**src/rtl/flipflop_bist_if.sv**
```systemverilog
// Connection bundle between the flip-flop BIST controller and the cell it
// exercises, plus the start/status handshake to the test controller.
interface flipflop_bist_if #(
   parameter int NUM_VECTORS = 16,
   parameter int ERR_W       = 8
);
   localparam int VEC_W = (NUM_VECTORS > 1) ? $clog2(NUM_VECTORS) : 1;

   logic             start;
   logic             dut_d;
   logic             dut_reset;
   logic             dut_q;
   logic             dut_q_bar;
   logic             busy;
   logic             done;
   logic             pass;
   logic [ERR_W-1:0] err_count;
   logic [VEC_W-1:0] vec_index;

   // BIST side: drives stimulus and status, observes the cell
   modport master (
      input  start, dut_q, dut_q_bar,
      output dut_d, dut_reset, busy, done, pass, err_count, vec_index
   );

   // Cell / test-controller side
   modport slave (
      output start, dut_q, dut_q_bar,
      input  dut_d, dut_reset, busy, done, pass, err_count, vec_index
   );
endinterface

```
**src/rtl/flipflop_bist.sv**
```systemverilog
// Self-test controller for a single-bit D flip-flop cell. Drives d/reset
// vectors, samples q/q_bar at the last edge of each vector and keeps a
// saturating error count.
//
//   state  | meaning
//   -------+-----------------------------------------------------------
//   S_IDLE | cell held in reset, waiting for start
//   S_INIT | cell held in reset for HOLD cycles, then q==0 check
//   S_RUN  | vectors 0..NUM_VECTORS-1, HOLD cycles each, checked at end
//   S_DONE | result frozen, cell held in reset, start restarts
module flipflop_bist #(
   parameter int NUM_VECTORS = 16,
   parameter int HOLD        = 2,
   parameter int RST_START   = 8,
   parameter int RST_LEN     = 4,
   parameter int ERR_W       = 8
) (
   input  logic             clock,
   input  logic             reset,
   flipflop_bist_if.master  bus
);
   localparam int VEC_W  = (NUM_VECTORS > 1) ? $clog2(NUM_VECTORS) : 1;
   localparam int HOLD_W = (HOLD > 1) ? $clog2(HOLD) : 1;
   localparam logic [VEC_W-1:0]  LAST_VEC  = VEC_W'(NUM_VECTORS - 1);
   localparam logic [HOLD_W-1:0] HOLD_LOAD = HOLD_W'(HOLD - 1);

   typedef enum logic [1:0] {S_IDLE, S_INIT, S_RUN, S_DONE} state_t;

   state_t            state, state_n;
   logic [HOLD_W-1:0] hold_cnt, hold_n;
   logic [VEC_W-1:0]  vec, vec_n;
   logic [ERR_W-1:0]  err, err_n;
   logic              d_r, d_n;
   logic              dres_r, dres_n;
   logic              exp_q;
   logic [1:0]        inc;

   // Window test naturally truncates when the window runs past the last vector
   function automatic logic in_window(input int k);
      return (k >= RST_START) && (k < RST_START + RST_LEN);
   endfunction

   function automatic logic [ERR_W-1:0] sat_add(input logic [ERR_W-1:0] a,
                                                 input logic [1:0] b);
      logic [ERR_W:0] s;
      s = {1'b0, a} + (ERR_W+1)'(b);
      return s[ERR_W] ? {ERR_W{1'b1}} : s[ERR_W-1:0];
   endfunction

   // State and stimulus registers
   always_ff @(posedge clock or posedge reset) begin
      if (reset) begin
         state    <= S_IDLE;
         hold_cnt <= '0;
         vec      <= '0;
         err      <= '0;
         d_r      <= 1'b0;
         dres_r   <= 1'b1;
      end else begin
         state    <= state_n;
         hold_cnt <= hold_n;
         vec      <= vec_n;
         err      <= err_n;
         d_r      <= d_n;
         dres_r   <= dres_n;
      end
   end

   // Next-state, vector sequencing and check logic
   always_comb begin
      state_n = state;
      hold_n  = hold_cnt;
      vec_n   = vec;
      err_n   = err;
      d_n     = d_r;
      dres_n  = dres_r;
      exp_q   = dres_r ? 1'b0 : vec[0];
      inc     = {1'b0, (bus.dut_q != exp_q)} + {1'b0, (bus.dut_q_bar == bus.dut_q)};
      case (state)
         S_IDLE, S_DONE: begin
            d_n    = 1'b0;
            dres_n = 1'b1;
            if (bus.start) begin
               state_n = S_INIT;
               err_n   = '0;
               vec_n   = '0;
               hold_n  = HOLD_LOAD;
            end
         end
         S_INIT: begin
            if (hold_cnt == '0) begin
               if (bus.dut_q != 1'b0 || bus.dut_q_bar != 1'b1)
                  err_n = sat_add(err, 2'd1);
               state_n = S_RUN;
               vec_n   = '0;
               d_n     = 1'b0;
               dres_n  = in_window(0);
               hold_n  = HOLD_LOAD;
            end else begin
               hold_n = hold_cnt - 1'b1;
            end
         end
         S_RUN: begin
            if (hold_cnt == '0) begin
               err_n = sat_add(err, inc);
               if (vec == LAST_VEC) begin
                  state_n = S_DONE;
                  d_n     = 1'b0;
                  dres_n  = 1'b1;
               end else begin
                  vec_n  = vec + 1'b1;
                  d_n    = vec_n[0];
                  dres_n = in_window(int'(vec) + 1);
                  hold_n = HOLD_LOAD;
               end
            end else begin
               hold_n = hold_cnt - 1'b1;
            end
         end
         default: state_n = S_IDLE;
      endcase
   end

   assign bus.dut_d     = d_r;
   assign bus.dut_reset = dres_r;
   assign bus.busy      = (state == S_INIT) || (state == S_RUN);
   assign bus.done      = (state == S_DONE);
   assign bus.pass      = (state == S_DONE) && (err == '0);
   assign bus.err_count = err;
   assign bus.vec_index = vec;
endmodule

```
**src/flat_wrapper.sv**
```systemverilog
// flat-port wrapper written by rule: the top's interface ports become plain ports
module flipflop_bist_flat 
#(
   parameter int NUM_VECTORS = 16,
   parameter int HOLD        = 2,
   parameter int RST_START   = 8,
   parameter int RST_LEN     = 4,
   parameter int ERR_W       = 8
)
  (clock, reset, bus_start, bus_dut_q, bus_dut_q_bar, bus_dut_d, bus_dut_reset, bus_busy, bus_done, bus_pass, bus_err_count, bus_vec_index);
  flipflop_bist_if #(.NUM_VECTORS(NUM_VECTORS), .ERR_W(ERR_W)) bus_i ();
  input  logic clock;
  input  logic reset;
  input wire logic [$bits(bus_i.start)-1:0] bus_start;
  input wire logic [$bits(bus_i.dut_q)-1:0] bus_dut_q;
  input wire logic [$bits(bus_i.dut_q_bar)-1:0] bus_dut_q_bar;
  output wire logic [$bits(bus_i.dut_d)-1:0] bus_dut_d;
  output wire logic [$bits(bus_i.dut_reset)-1:0] bus_dut_reset;
  output wire logic [$bits(bus_i.busy)-1:0] bus_busy;
  output wire logic [$bits(bus_i.done)-1:0] bus_done;
  output wire logic [$bits(bus_i.pass)-1:0] bus_pass;
  output wire logic [$bits(bus_i.err_count)-1:0] bus_err_count;
  output wire logic [$bits(bus_i.vec_index)-1:0] bus_vec_index;
  assign bus_i.start = bus_start;
  assign bus_i.dut_q = bus_dut_q;
  assign bus_i.dut_q_bar = bus_dut_q_bar;
  assign bus_dut_d = bus_i.dut_d;
  assign bus_dut_reset = bus_i.dut_reset;
  assign bus_busy = bus_i.busy;
  assign bus_done = bus_i.done;
  assign bus_pass = bus_i.pass;
  assign bus_err_count = bus_i.err_count;
  assign bus_vec_index = bus_i.vec_index;
  flipflop_bist #(.NUM_VECTORS(NUM_VECTORS), .HOLD(HOLD), .RST_START(RST_START), .RST_LEN(RST_LEN), .ERR_W(ERR_W)) u_core (.clock(clock), .reset(reset), .bus(bus_i));
endmodule
```
**config.mk**
```make
export PLATFORM = sky130hd
export DESIGN_NAME = flipflop_bist_flat
export DESIGN_NICKNAME = d
export VERILOG_FILES = /design/src/rtl/flipflop_bist_if.sv /design/src/rtl/flipflop_bist.sv /design/src/flat_wrapper.sv
export SDC_FILE = /design/constraint.sdc
export NUM_CORES = 1
export LEC_CHECK = 0
export BUFFER_PORTS_ARGS = -buffer_cell sky130_fd_sc_hd__clkbuf_2
export CAP_MARGIN = 30
export CORE_UTILIZATION = 35
export DETAILED_ROUTE_END_ITERATION = 8
export PLACE_DENSITY_LB_ADDON = 0.12
export RECOVER_POWER = 25
export SETUP_SLACK_MARGIN = 0.4
export SLEW_MARGIN = 40
export SYNTH_ARGS = -nofsm -noshare
export SYNTH_HDL_FRONTEND = slang
export SYNTH_SLANG_ARGS = --single-unit
```
**constraint.sdc**
```tcl
create_clock -name clock -period 3.5 [get_ports clock]
set_input_delay 0.525 -clock clock [delete_from_list [all_inputs] [get_ports clock]]
set_output_delay 0.525 -clock clock [all_outputs]
set_load 0.02 [all_outputs]
```
==> out/qor.csv <==
stage;metric;value;unit
cells_and_area;fin area;1510;um2
power;Static Leak;0.000688;uW
timing;Min Clock Period, post-route;2.40;ns
detailed_routing;DR pass1 iterations;4;
clock_tree;post-CTS setup buffer count;0;
synth;Post-synth ARST share;1.00;
power;power per cell area;689;nW/um2
setup_path;flop-to-flop setup slack;1.10;ns
synth;Warnings, synthesis;0;
detailed_routing;drt drc;0;
timing;clock skew;0.00398;ns
cells_and_area;commonest non-fill, non-tap cell in the layout;clkbuf_2;
floorplanning;Core ar.;3720;um2
place;I/O Buffers;21;
synth;count of cell types in the netlist;52;
setup_path;WP data arrival;2.54;ns
synth;main combinational cell family by area after synthesis;compound AO/OA/AOI/OAI gates;
timing;RSZ-0062 raised after global routing;false;
timing;Peak Freq;0.417;GHz
synth;post-synthesis share of cell area spent on xor and xnor gates;0.0128;
timing;WHS;0.345;ns
detailed_routing;Avg WL per Cell;15.0;um
cells_and_area;area grow syn2layout;9.94;%
global_route;total track usage;0.180;
cells_and_area;final-layout fill cell count;413;
synth;mux cell area share after synthesis;0.0146;
hold_path;Hold WC Path Type;in -> async;
detailed_routing;drt total wl;3.34;mm
setup_path;worst setup path startpoint;u_core.bus.vec_index[0];
clock_tree;PostCTS Resize Cnt;0;
floorplanning;Starting Density;0.369;
detailed_routing;Via Count;1253;
floorplanning;Die Y;64.6;um
run;max-cap violation count;0;
clock_tree;hold buffer count at CTS;0;
floorplanning;Rows;22;
synth;Synth Area in Simple Gates;0.219;
global_route;initial antenna violation count;0;
global_route;total gr overflow;0;
power;Worst IR Drop VDD;0.384;mV
place;placed inst area;1460;um2
synth;Avg Cell Area, Syn;8.58;um2
setup_path;Setup crit end;u_core.bus.err_count[6];
clock_tree;CTS tree;yes;
synth;number of synthesized flops with an enable pin;0;
setup_path;critical-path cell list;nor2b_1 > xnor2_1 > fa_1 > inv_1 > ha_1 > nand3_1 > or3_1 > a21oi_1 > o32ai_1;
synth;register area share after synthesis;0.311;
synth;Synth Register Bits;17;
cells_and_area;Antenna Cells;0;
floorplanning;die area;4180;um2
floorplanning;Die X;64.6;um
place;DP HPWL;2.47;mm
cells_and_area;share of layout cells above drive strength 1;0.171;
clock_tree;Clock Sinks;17;
setup_path;critical path capture point type;register;
synth;post-synthesis compound-gate area fraction;0.256;
synth;Syn Inst Count;160;
detailed_routing;Iter 0 DRT Violations;98;
cells_and_area;commonest non-fill, non-tap cells in the layout;21 x clkbuf_2, 16 x dfrtp_1, 15 x a21oi_1;
run_status;status;completed;
timing;setup tns final;0;ns
place;placer congestion estimate;0.848;
global_route;first-pass GRT wire length;5.74;mm
timing;Max Slew Vio Count;0;
setup_path;reg2reg end;u_core.bus.err_count[6];
setup_path;Crit-path slowest cell;dfrtp_1;
clock_tree;Root Buffer;clkbuf_8;
detailed_routing;Post-DRT Antenna Nets;0;
timing;Least-Margin Pin Slew;0.684;ns
clock_tree;worst-skew pair later-pin latency;0.25;ns
global_route;largest net degree at the start of global routing;18;
setup_path;Largest stage delay, worst path;0.45;ns
global_route;vias in the first global route;1179;
clock_tree;TritonCTS Buffers;3;
synth;Synth Area in Adders;0.0966;
clock_tree;CTS Buffer Depth;2;
setup_path;WS Path Type;reg -> reg;
synth;Main synth FF type;dfrtp_1;
cells_and_area;nets;191;
setup_path;data required time of the worst path;3.64;ns
timing;Hold Vio Cnt, Final;0;
setup_path;R2R Path Start;u_core.bus.vec_index[0];
detailed_routing;drt via density;5.62;
timing;Final period util;0.686;
setup_path;Crit Path Max Fanout;7;
clock_tree;CTS clk-pin slew, worst paths;0.07;ns
timing;Max-slew headroom;0.543;
clock_tree;H-Tree Depth;1;
synth;syn_nets;175;
synth;Syn Std Cell Area;1370;um2
timing;# setup viols final;0;
setup_path;Reg2Reg Depth;9;
setup_path;startpoint types;register;
floorplanning;num ports;22;
flip-flops by register name, summed over array words and instances (netlist names):
signal	count
u_core.hold_cnt	1
u_core.bus.dut_d	1
u_core.bus.vec_index	4
u_core.state	2
u_core.bus.err_count	8
u_core.bus.dut_reset	1
worst max-delay path: cells and delay by family (launching register included):
family                   cells  cell delay [ns]
buffers and inverters        1             0.07
flip-flops                   1             0.45
adder cells (fa/ha/maj)      2             0.66
AO/OA/AOI/OAI                2             0.24
XOR/XNOR                     1             0.14
AND/OR/NAND/NOR              3             0.72
final cells by class:
type / instances / area (um2) / share of cell area
sequential: 17 / 427 / 0.283
inverter: 13 / 48.8 / 0.0323
clock inverter: 1 / 5.00 / 0.00332
tap: 48 / 60.1 / 0.0398
timing repair buffer: 21 / 105 / 0.0697
multi-input combinational: 120 / 822 / 0.545
clock buffer: 3 / 41.3 / 0.0274
metrics by stage:
step	power, uW	cells	utilization	worst slack, ns
final	1040	223	0.406	1.10
after detailed placement	897	219	0.394	0.938
after CTS	1050	223	0.406	1.11
after global placement	889	219	0.394	0.985
after global routing	1130	223	0.406	0.882
after floorplan	776	160	-	1.21
synth_stat cells, types with 2 or more instances:
cell type,count,area [um2]
o211ai_1,2,15.0
nand2b_1,3,18.8
a31oi_1,2,12.5
dfrtp_1,16,400
a21oi_1,15,75.1
a211o_1,2,17.5
o21ai_0,14,70.1
nand4_1,2,12.5
nand4b_1,2,17.5
inv_1,13,48.8
o22ai_1,2,12.5
or4_1,2,15.0
mux2i_1,2,20.0
nand3_1,10,50.1
a21o_1,2,15.0
nand2_1,8,30.0
buf_4,3,22.5
o21a_1,2,15.0
and3_1,3,18.8
ha_1,9,113
and4_1,2,17.5
buf_6,3,33.8
nor2_1,10,37.5
nor3_1,2,10.0
buf_2,2,10.0
worst min path at each step:
stage | from | end | slack, ns | cells past startpoint
6_report | reset | u_core.bus.vec_index[0] | 0.34 | 2
5_1_grt | reset | u_core.bus.vec_index[2] | 0.41 | 2
4_1_cts | reset | u_core.bus.err_count[1] | 0.38 | 2
3_5_place_dp | u_core.bus.vec_index[1] | u_core.bus.vec_index[1] | 0.54 | 1
3_3_place_gp | u_core.bus.dut_d | u_core.bus.dut_d | 0.53 | 2
2_1_floorplan | reset | u_core.bus.dut_d | 0.45 | 1
routing by layer:
metal	up-vias	routed length [um]	track usage
met2	33	1510	0.274
met5	-	0	0
met1	598	1620	0.251
met3	4	166	0.0264
li1	618	-	-
met4	0	34	0.0778
cells by family after synthesis:
kind of cell,Yosys count
AND/OR/NAND/NOR,53
AO/OA/AOI/OAI,53
buffers and inverters,23
flip-flops,17
multiplexers,2
XOR/XNOR,2
adder cells (fa/ha/maj),10
power by group:
| group | switching (uW) | internal, uW |
|---|---|---|
| logic | 369 | 205 |
| clock network | 71.8 | 79.0 |
| registers | 70.8 | 244 |
| total | 511 | 528 |
(Power assumes the default switching activity.)
